### src/rtl/reg_file_sb_pkg.sv
// reg_file_sb_pkg: default register file geometry and the hardwired-zero address, shared with decode and hazard logic
package reg_file_sb_pkg;
  localparam int DEF_DATA_WIDTH = 32;
  localparam int DEF_ADDR_WIDTH = 5;
  localparam int ZERO_ADDR      = 0;
endpackage

### src/rtl/reg_file_sb_scoreboard.sv
// rf_scoreboard: write-pending bits per register; flush clears all, writeback clears one, a reservation sets one (strongest)
// ports: clk, rst (async, active-low), flush, wen/waddr (release), rsv_en/rsv_addr (reserve), busy_vec (bit per register)
module rf_scoreboard import reg_file_sb_pkg::*; #(
  parameter int ADDR_WIDTH = DEF_ADDR_WIDTH,
  parameter int ZERO_REG   = 1
) (
  input  logic                     clk,
  input  logic                     rst,
  input  logic                     flush,
  input  logic                     wen,
  input  logic [ADDR_WIDTH-1:0]    waddr,
  input  logic                     rsv_en,
  input  logic [ADDR_WIDTH-1:0]    rsv_addr,
  output logic [2**ADDR_WIDTH-1:0] busy_vec
);
  logic [2**ADDR_WIDTH-1:0] busy_q, busy_d;
  always_comb begin
    busy_d = flush ? '0 : busy_q;
    if (wen) busy_d[waddr] = 1'b0;
    if (rsv_en) busy_d[rsv_addr] = 1'b1;
    if (ZERO_REG != 0) busy_d[ZERO_ADDR] = 1'b0;
  end
  always_ff @(posedge clk or negedge rst)
    if (!rst) busy_q <= '0;
    else busy_q <= busy_d;
  assign busy_vec = busy_q;
endmodule

### src/rtl/reg_file_sb.sv
// reg_file_sb: register file with write-pending scoreboard and same-cycle write-through bypass
// ports: clk, rst (async, active-low); raddr/rdata/rbusy packed per read port; wen/waddr/wdata writeback;
//        rsv_en/rsv_addr reservation at issue; flush clears reservations; busy_vec raw scoreboard bits
module reg_file_sb import reg_file_sb_pkg::*; #(
  parameter int DATA_WIDTH = DEF_DATA_WIDTH,
  parameter int ADDR_WIDTH = DEF_ADDR_WIDTH,
  parameter int NUM_RD     = 2,
  parameter int ZERO_REG   = 1,
  parameter int BYPASS     = 1
) (
  input  logic                         clk,
  input  logic                         rst,
  input  logic [NUM_RD*ADDR_WIDTH-1:0] raddr,
  output logic [NUM_RD*DATA_WIDTH-1:0] rdata,
  output logic [NUM_RD-1:0]            rbusy,
  input  logic                         wen,
  input  logic [ADDR_WIDTH-1:0]        waddr,
  input  logic [DATA_WIDTH-1:0]        wdata,
  input  logic                         rsv_en,
  input  logic [ADDR_WIDTH-1:0]        rsv_addr,
  input  logic                         flush,
  output logic [2**ADDR_WIDTH-1:0]     busy_vec
);
  localparam int DEPTH = 2**ADDR_WIDTH;
  localparam logic [ADDR_WIDTH-1:0] ZA = ADDR_WIDTH'(ZERO_ADDR);
  logic [DATA_WIDTH-1:0] mem_q [DEPTH];
  logic [DATA_WIDTH-1:0] mem_d [DEPTH];
  logic wr_ok;
  // writes to the hardwired zero register are dropped, so they neither store nor forward
  assign wr_ok = wen && !(ZERO_REG != 0 && waddr == ZA);
  always_comb begin
    mem_d = mem_q;
    if (wr_ok) mem_d[waddr] = wdata;
  end
  always_ff @(posedge clk or negedge rst)
    if (!rst) mem_q <= '{default: '0};
    else mem_q <= mem_d;
  rf_scoreboard #(.ADDR_WIDTH(ADDR_WIDTH), .ZERO_REG(ZERO_REG)) u_sb (
    .clk(clk), .rst(rst), .flush(flush), .wen(wen), .waddr(waddr),
    .rsv_en(rsv_en), .rsv_addr(rsv_addr), .busy_vec(busy_vec)
  );
  for (genvar i = 0; i < NUM_RD; i++) begin : g_rd
    logic [ADDR_WIDTH-1:0] ra;
    logic hit, zero;
    assign ra   = raddr[i*ADDR_WIDTH +: ADDR_WIDTH];
    assign hit  = (BYPASS != 0) && wr_ok && waddr == ra;
    assign zero = (ZERO_REG != 0) && ra == ZA;
    assign rdata[i*DATA_WIDTH +: DATA_WIDTH] = zero ? '0 : hit ? wdata : mem_q[ra];
    // the writeback being forwarded is the producer the reader waits on, so it is no longer busy
    assign rbusy[i] = hit ? 1'b0 : busy_vec[ra];
  end
endmodule

### config.mk
export PLATFORM = sky130hd
export DESIGN_NAME = reg_file_sb
export DESIGN_NICKNAME = d
export VERILOG_FILES = /design/src/rtl/reg_file_sb_pkg.sv /design/src/rtl/reg_file_sb_scoreboard.sv /design/src/rtl/reg_file_sb.sv
export SDC_FILE = /design/constraint.sdc
export NUM_CORES = 2
export LEC_CHECK = 0
export BUFFER_PORTS_ARGS = -buffer_cell sky130_fd_sc_hd__buf_4
export CORE_MARGIN = 2
export CORE_UTILIZATION = 35
export DETAILED_ROUTE_END_ITERATION = 8
export GPL_TIMING_DRIVEN = 0
export PLACE_DENSITY = 0.58
export SKIP_CTS_REPAIR_TIMING = 1
export SLEW_MARGIN = 10
export SYNTH_ARGS = -nofsm -noshare
export SYNTH_HDL_FRONTEND = slang
export SYNTH_SLANG_ARGS = --single-unit
### constraint.sdc
create_clock -name clk -period 5 [get_ports clk]
set_input_delay 0.75 -clock clk [delete_from_list [all_inputs] [get_ports clk]]
set_output_delay 0.75 -clock clk [all_outputs]
set_load 0.02 [all_outputs]
==> results.toml <==
[layout]
utilization = 0.405
final_cell_mix = "dfrtp_1, mux2_2, mux4_2"
final_layout_size_suffix_gt1_frac = 0.455
fin_nets = 4412
final_common_cell = "dfrtp_1"
syn_to_final_growth_pct = 14.5
design_area_sq_um = 66000
n_fill_cell = 15300

[global_route]
track_usage = 0.351
grt.overflow.total = 0
grt_pass1_vias = 42900
antenna_found_initial = 37
grt_max_degree = 162
grt_pass1_wl_um = 394000

[sta]
period_needed_ns = 5.38
final_max_slew_viol_count = 20
tightest_slew_ns = 1.56
finalHoldViolCount = 0
finalSetupViolCount = 36
max-slew-margin-rel = -0.0399
fmax_mhz = 186
rsz0062_at_grt = "false"
fin_worst_hold_slack_ns = 0.253
setup_slack_ns = -0.382
fin_skew_ns = 0
finalCritPeriodShare = 1.08

[route]
wl_met2_um = 121000
wl_met3_um = 43800
wl_um = 300000
top_layer_used = "met5"
drc = 0
drt_first_pass_iters = 7
viasPerCell = 6.83
ant_nets = 0
first_iter_violations = 7740
wl_per_cell_um = 45.0
vias = 45500
wl_met1_um = 105000

[yosys]
ys.warnings.count = 0
synth.top_cell.area_share = 0.458
ys_async_sr_fraction = 1.00
synthFlopType = "dfrtp_1"
synth_top_family_by_area = "multiplexers"
ys_ff_latch = 1055
synth_area_leader_cell = "dfrtp_1"
synth_edf_count = 0
ys_seq_area_frac = 0.458
synthXorXnorAreaFrac = 0.00152
synth_compound_gate_area_share = 0.0656
syn_avg_cell_area_sq_um = 14.1
yosys-top-cells-area = "dfrtp_1, mux2_2, mux4_2"
yosysUniqueCellTypes = 68
syn_area_sq_um = 57600
synth_cells = 4075
synthMuxAreaShare = 0.400
synthAdderAreaFrac = 0
synth_simple_gate_area_frac = 0.0282
syn_nets = 4132

[pwr]
p_per_area_nw_per_um2 = 401
ir_drop_uv = 347
power_leakage_nw = 28.7

[floorplanning]
ios = 155
die_x_um = 410
start_util = 0.353
die_h_um = 410
core_sq_um = 163000
fp.dieArea_sq_um = 168000
rows = 148

[setup_path]
arrival_ns = 4.63
critPathLaunchType = "input pin"
path_class = "input pin to output port"
rr_worst_depth = 2
crit_path_end_kind = "output port"
cp.required_ns = 4.25
crit_fanout = 10

[clock_tree]
clkLatencyLatePin_ns = 0.76
cts_tree = "done"
path_clk_slew_ns = 0.06
cts.sinks = 1055
cts_made_buffers = 118
clk_path_buf_depth = 3
cts.htree.levels = 3
cts-root-buf = "clkbuf_16"

[min_path]
hold_path.class = "input pin to flip-flop"
hold_depth = 2

[status]
violations = "capacitance limit, slew limit, setup timing"
status = "finished, violations left"

[placed_design]
gp_congestion = 1.02
io_buffers = 143
placed_cell_area_sq_um = 61900
hpwl_um = 196000

[job]
drv_cap = 5
-- power by group --
group / switching (mW) / internal [mW] / leakage, nW / total, mW
Sequential: 1.21 / 10.1 / 13.6 / 11.3
Clock: 3.94 / 5.17 / 1.93 / 9.11
Combinational: 3.03 / 2.97 / 13.2 / 6.00
-- metal layers --
layer	global-route usage	up-vias
met5	0.00718	-
met4	0.283	20
met3	0.170	1237
met2	0.476	3971
met1	0.419	23900
li1	-	16300
-- cells by family (layout without fill, tap and decap cells) --
logic type	Yosys count	count (layout)
xor gates and xnor gates	10	10
and+or+nand+nor	317	317
muxes	1695	1695
buffers and inverters	485	857
AOI/OAI and AO/OA	512	512
other	1	39
DFF	1055	1055
-- final cells by class --
type,count,area [sq um],area share
timing repair buffer,160,1460,0.0222
clock inverter,27,385,0.00584
sequential,1055,26400,0.400
inverter,22,82.6,0.00125
multi-input combinational,2535,28600,0.434
tap,2175,2720,0.0412
clock buffer,185,3560,0.0539
antenna,38,95.1,0.00144
buffer,463,2670,0.0405
-- synth_stat cells, drive strengths merged (5+ instances only) --
master,instances
nor3b,5
a211oi,80
a221o,43
nor2b,12
a2111oi,5
o2111ai,7
o211ai,10
nand3,13
mux2i,324
a22oi,35
a31oi,13
mux2,982
a21oi,26
or4,5
o22ai,48
o311ai,17
nand2,81
a21o,10
mux4,389
dfrtp,1055
a211o,9
and2,36
xnor2,7
nor3,15
a221oi,75
or3,7
nand3b,24
o32ai,20
o21ai,94
inv,20
o31ai,11
buf,217
nand2b,13
clkbuf,246
nand4,7
nor2,87
-- critical path, cell delays in order --
cell	delay, ns
buf_2	0.27
clkinv_1	0.79
nand2_4	0.65
clkbuf_2	0.67
o22ai_1	0.20
nor2_1	0.26
nor2_1	0.09
nor3_1	0.62
buf_4	0.27
-- flip-flops by register name, indices dropped and copies added (netlist names) --
register,flops
u_sb.busy_vec,31
mem_q,1024
-- through the flow --
| step | power, mW | std cells | worst slack (ns) | setup TNS [ns] |
|---|---|---|---|---|
| after global routing | 27.1 | 6625 | 0.0124 | 0 |
| after floorplan | 14.9 | 4075 | 1.75 | 0 |
| after detailed placement | 17.2 | 6409 | -0.454 | -6.04 |
| after global placement | 17.0 | 6393 | -10.0 | - |
| final | 26.4 | 6660 | -0.382 | -3.54 |
| after CTS | 26.1 | 6621 | -0.460 | -6.23 |
-- path summary, 6_finish.rpt --
check	startpoint	endpoint	slack (ns)
max in group asynchronous	rst	mem_q[39]	1.93
worst max register to register	u_sb.busy_vec[2]	u_sb.busy_vec[2]	4.14
worst min-delay path	wdata[22]	mem_q[22]	0.25
worst min register to register	mem_q[1001]	mem_q[1001]	0.48
worst max-delay path	raddr[2]	rdata[5]	-0.38
min in group asynchronous	rst	u_sb.busy_vec[16]	0.49
Note: power is estimated with default switching activity, not from simulation.
